==> src/rtl/effects_ctrl.sv <==
// Effects-chain control sequencer: owns per-channel effect enables, output gains
// and the limiter threshold, with click-free enable toggles aligned to sample_tick.
module effects_ctrl #(
  parameter int unsigned CHANNELS      = 4,
  parameter int unsigned GAIN_W        = 8,
  parameter int unsigned RAMP_STEP     = 32,
  parameter logic [7:0]  LIMIT_DEFAULT = 8'h7C,
  localparam int unsigned CH_W = (CHANNELS > 1) ? $clog2(CHANNELS) : 1
) (
  input  logic                       clk_in,
  input  logic                       rst_in,
  input  logic                       sample_tick,
  input  logic                       cmd_valid,
  output logic                       cmd_ready,
  input  logic                       cmd_op,
  input  logic [CH_W-1:0]            cmd_channel,
  input  logic [2:0]                 cmd_effect,
  input  logic [7:0]                 cmd_limit,
  output logic [CHANNELS-1:0]        delay_en,
  output logic [CHANNELS-1:0]        echo_en,
  output logic [CHANNELS-1:0]        distortion_en,
  output logic [CHANNELS-1:0]        limiter_en,
  output logic [CHANNELS*GAIN_W-1:0] gain,
  output logic [7:0]                 limit,
  output logic                       busy,
  output logic                       done,
  output logic                       err
);

  typedef enum logic [2:0] {
    S_IDLE, S_RAMP_DOWN, S_SWITCH, S_RAMP_UP, S_LIMIT_WAIT
  } state_t;

  localparam logic [GAIN_W-1:0] GAIN_MAX = '1;
  localparam logic [GAIN_W:0]   STEP_X   = (GAIN_W+1)'(RAMP_STEP);

  state_t              state_q;
  logic [CH_W-1:0]     ch_q;
  logic [1:0]          eff_q;
  logic [7:0]          lim_cap_q;
  logic [7:0]          limit_q;
  logic                done_q;
  logic                err_q;
  logic [GAIN_W-1:0]   gain_q [CHANNELS];
  logic [CHANNELS-1:0] en_q [4];

  logic [GAIN_W:0]     cur_x, sum_x, dif_x;
  logic [GAIN_W-1:0]   gain_dn_d, gain_up_d;

  // Ramp arithmetic is one bit wider so both directions saturate instead of wrapping.
  always_comb begin
    cur_x     = {1'b0, gain_q[ch_q]};
    sum_x     = cur_x + STEP_X;
    dif_x     = cur_x - STEP_X;
    gain_up_d = (sum_x > {1'b0, GAIN_MAX}) ? GAIN_MAX : sum_x[GAIN_W-1:0];
    gain_dn_d = (cur_x < STEP_X) ? '0 : dif_x[GAIN_W-1:0];
  end

  always_ff @(posedge clk_in) begin
    if (rst_in) begin
      state_q   <= S_IDLE;
      ch_q      <= '0;
      eff_q     <= '0;
      lim_cap_q <= '0;
      limit_q   <= LIMIT_DEFAULT;
      done_q    <= 1'b0;
      err_q     <= 1'b0;
      for (int unsigned i = 0; i < CHANNELS; i++) gain_q[i] <= GAIN_MAX;
      for (int unsigned e = 0; e < 4; e++) en_q[e] <= '0;
    end else begin
      done_q <= 1'b0;
      err_q  <= 1'b0;
      case (state_q)
        S_IDLE: begin
          if (cmd_valid) begin
            if (cmd_op) begin
              lim_cap_q <= cmd_limit;
              state_q   <= S_LIMIT_WAIT;
            end else if (cmd_effect[2]) begin
              err_q <= 1'b1;
            end else begin
              ch_q    <= cmd_channel;
              eff_q   <= cmd_effect[1:0];
              state_q <= S_RAMP_DOWN;
            end
          end
        end
        S_RAMP_DOWN: begin
          if (sample_tick) begin
            gain_q[ch_q] <= gain_dn_d;
            if (gain_dn_d == '0) state_q <= S_SWITCH;
          end
        end
        S_SWITCH: begin
          if (sample_tick) begin
            en_q[eff_q][ch_q] <= ~en_q[eff_q][ch_q];
            state_q           <= S_RAMP_UP;
          end
        end
        S_RAMP_UP: begin
          if (sample_tick) begin
            gain_q[ch_q] <= gain_up_d;
            if (gain_up_d == GAIN_MAX) begin
              state_q <= S_IDLE;
              done_q  <= 1'b1;
            end
          end
        end
        S_LIMIT_WAIT: begin
          if (sample_tick) begin
            limit_q <= lim_cap_q;
            state_q <= S_IDLE;
            done_q  <= 1'b1;
          end
        end
        default: state_q <= S_IDLE;
      endcase
    end
  end

  always_comb begin
    gain = '0;
    for (int unsigned i = 0; i < CHANNELS; i++) gain[i*GAIN_W +: GAIN_W] = gain_q[i];
  end

  assign cmd_ready     = (state_q == S_IDLE) && !rst_in;
  assign busy          = (state_q != S_IDLE);
  assign done          = done_q;
  assign err           = err_q;
  assign limit         = limit_q;
  assign delay_en      = en_q[0];
  assign echo_en       = en_q[1];
  assign distortion_en = en_q[2];
  assign limiter_en    = en_q[3];

endmodule

==> config.mk <==
export PLATFORM = sky130hd
export DESIGN_NAME = effects_ctrl
export DESIGN_NICKNAME = d
export VERILOG_FILES = /design/src/rtl/effects_ctrl.sv
export SDC_FILE = /design/constraint.sdc
export NUM_CORES = 1
export LEC_CHECK = 0
export ABC_AREA = 1
export BUFFER_PORTS_ARGS = -buffer_cell sky130_fd_sc_hd__buf_2
export CAP_MARGIN = 20
export CORE_MARGIN = 2
export CORE_UTILIZATION = 50
export DETAILED_ROUTE_END_ITERATION = 6
export PLACE_DENSITY_LB_ADDON = 0.25
export SLEW_MARGIN = 25
export SYNTH_ARGS = -nofsm -noshare
export SYNTH_HDL_FRONTEND = slang
export SYNTH_SLANG_ARGS = --single-unit
export TNS_END_PERCENT = 30
==> constraint.sdc <==
create_clock -name clk_in -period 6.85 [get_ports clk_in]
set_clock_uncertainty 0.15 [all_clocks]
set_input_delay 0.3425 -clock clk_in [delete_from_list [all_inputs] [get_ports clk_in]]
set_output_delay 0.3425 -clock clk_in [all_outputs]
set_load 0.02 [all_outputs]
==> flow_metrics.env <==
export IMPL_drtIter0Drc=217
export IMPL_fin_crit_ns=3.03
export IMPL_vias_per_cell=5.10
export IMPL_worstPathArrival_ns=2.96
export IMPL_insertion_delay_ns=0.35
export IMPL_fp_row_count=32
export IMPL_cts_tree="built"
export IMPL_post_cts_resized=0
export IMPL_fin_nets=585
export IMPL_start_util=0.511
export IMPL_place_hpwl_mm=6.91
export IMPL_tightestPinTransition_ns=0.960
export IMPL_fill_cells=717
export IMPL_reg2reg_depth=16
export IMPL_p_per_area_mw_per_mm2=255
export IMPL_grt_overflow=0
export IMPL_grt_pass1_vias=3252
export IMPL_regArea_mm2=0.00202
export IMPL_maxCapViolCount=0
export IMPL_syn2layout_area_growth_pct=16.3
export IMPL_grt_max_degree=35
export IMPL_ios=78
export IMPL_place_gp_congestion=0.912
export IMPL_die_h_um=92.4
export IMPL_setup_viol=0
export IMPL_status="finished, final reports clean"
export IMPL_htreeDepth=3
export IMPL_clock_tree_root_cell="clkbuf_8"
export IMPL_grt_antenna_before_repair=0
export IMPL_wl_per_cell_um=14.0
export IMPL_relSlewSlack=0.355
export IMPL_cts_hold_buf=0
export IMPL_p_leak_uw=0.00198
export IMPL_syn_nets=508
export IMPL_clockBufferDepth=2
export IMPL_worst_setup_path_start_kind="flop"
export IMPL_antenna_cells=0
export IMPL_syn_area_mm2=0.00391
export IMPL_final_setup_tns_ns=0
export IMPL_clock_sinks=77
export IMPL_synth_seq_cells=77
export IMPL_ys_warn_count=0
export IMPL_die_x_um=92.4
export IMPL_first_pass_iters=4
export IMPL_cts_inserted_buffers=9
export IMPL_drive_above_1_share=0.213
export IMPL_utilization=0.594
export IMPL_crit_path_max_fanout=18
export IMPL_port_buffers=77
export IMPL_critPathKind="reg2reg"
export IMPL_min_path_cells=2
export IMPL_endpoint_kind="flop"
export IMPL_routed_wirelength_mm=9.42
export IMPL_grt_usage=0.227
export IMPL_synth_cells=487
export IMPL_hold_viol=0
export IMPL_required_ns=6.78
export IMPL_slew_viol_final=0
export IMPL_design_die_area_mm2=0.00854
export IMPL_fmax_ghz=0.330
export IMPL_vdd_drop_max_mv=0.140
export IMPL_ant_nets=0
export IMPL_syn_avg_cell_area_um2=8.02
export IMPL_path_clk_slew_ns=0.08
export IMPL_core_mm2=0.00765
export IMPL_yosys_cell_types_count=36
export IMPL_fin_crit_sh=0.443
export IMPL_num_vias=3423
export IMPL_postCtsSetupBuffers=0
export IMPL_hold_path_class="in2reg"
export IMPL_multiInputGateArea_mm2=0.00151
export IMPL_ys_seq_area_frac=0.517
export IMPL_grt_first_pass_wirelength_mm=15.1
export IMPL_rsz0062_at_grt="no"
export IMPL_drt_drc_violations_left=0
## flip-flops by register name, indices dropped and copies added, names as in the netlist, named ones only
signal	count
gain_q	32
limit	8
done	1
lim_cap_q	8
state_q	3
en_q	16
eff_q	2
err	1
ch_q	2
## cells by family after synthesis
logic type      count (synthesis)  synth area share
simple gates                  261             0.290
fa+ha+maj                       3           0.00961
xor+xnor                        1           0.00224
buf+inv                        89            0.0957
flops                          77             0.517
compound gates                 56            0.0849
## layout make-up
class / instances / share of cell area
clock inverter: 7 / 0.0146
tap: 102 / 0.0281
inverter: 75 / 0.0630
timing repair buffer: 80 / 0.0897
clock buffer: 9 / 0.0273
multi-input combinational: 321 / 0.333
sequential: 77 / 0.445
## worst paths after layout
path	startpoint	to	slack (ns)
worst min register to register	lim_cap_q[6]	lim_cap_q[6]	0.30
worst max-delay path	flop	gain_q[2][2]	3.82
worst min-delay path	cmd_valid	err	0.08
worst max register to register	flop	gain_q[2][2]	3.82
## Yosys cell counts
cell      count  area [um2]
o21a_1        2        15.0
nor2_2        2        12.5
dfxtp_1      29         581
a221o_1       1        10.0
nand2_1     141         529
nand3_1      34         170
inv_1        71         267
clkbuf_1      8        30.0
a21oi_1      17        85.1
ha_1          3        37.5
buf_6         4        45.0
o22ai_1       1        6.26
buf_4         1        7.51
edfxtp_1     48        1440
nor3_2        2        20.0
nand3_2       4        40.0
nand2_4       1        11.3
nand2_2       7        43.8
inv_6         1        8.76
nand4_1       1        6.26
xor2_1        1        8.76
and3_1        1        6.26
nor3_1        3        15.0
nand3_4       1        17.5
a21boi_2      1        11.3
nand3b_1      2        15.0
inv_2         3        11.3
o31ai_4       1        21.3
nor2_1       60         225
o21ai_1       1        5.00
and2_4        1        8.76
buf_2         1        5.00
o32ai_1       4        35.0
o21ai_0      27         135
nand4_2       1        12.5
o211ai_1      1        7.51
## where the power goes
group,switching [uW],internal (uW)
combinational,185,87.6
sequential,27.8,522
clock,172,166
total,385,775
## cell usage in the layout (no fill, tap or decap), types with 2 or more instances in the layout
master / netlist / layout
inv_2: 3 / 3
clkbuf_8: 0 / 9
nand3b_1: 2 / 2
buf_2: 1 / 77
nor2_1: 60 / 60
o21ai_0: 27 / 26
nor2_2: 2 / 2
nand3_1: 34 / 34
nor3_1: 3 / 3
o21ai_1: 1 / 2
a21oi_1: 17 / 17
dfxtp_1: 29 / 29
o32ai_1: 4 / 4
edfxtp_1: 48 / 48
o21a_1: 2 / 2
nand2_1: 141 / 141
inv_1: 71 / 71
nand2_2: 7 / 7
nand3_2: 4 / 4
buf_4: 1 / 3
nor3_2: 2 / 2
clkinv_2: 0 / 3
ha_1: 3 / 3
## routing by layer
layer	vias to the layer above	GRT usage	share of wire	routed length [um]
li1	1708	-	-	-
met1	1566	0.292	0.42	3970
met2	128	0.370	0.49	4580
met3	21	0.0350	0.060	565
met4	0	0.121	0.032	300
met5	-	0	0	0
## through the flow
stage / power, uW / cell area [um2] / hold slack [ns] / setup slack (ns) / instances
floorplan: 768 / 3910 / 0.279 / 4.45 / 487
global placement: 822 / 4360 / 0.293 / 4.00 / 655
detailed placement: 830 / 4360 / 0.296 / 3.84 / 655
CTS: 1160 / 4550 / 0.0691 / 3.83 / 671
global route: 1220 / 4550 / 0.0807 / 3.54 / 671
finish: 1160 / 4550 / 0.0799 / 3.82 / 671
## critical path: stages, from the launching register on
cell and delay [ns]:
dfxtp_1 0.77, inv_6 0.13, nand2_1 0.10, nand3_1 0.08
nand2_2 0.18, inv_2 0.09, ha_1 0.27, inv_1 0.07
nor2_1 0.12, nor2_1 0.06, nand3_2 0.09, and2_4 0.19
nand2_1 0.06, nand2_1 0.05, inv_1 0.05, nor3_2 0.20
nand2_1 0.09
(Power assumes the default switching activity.)
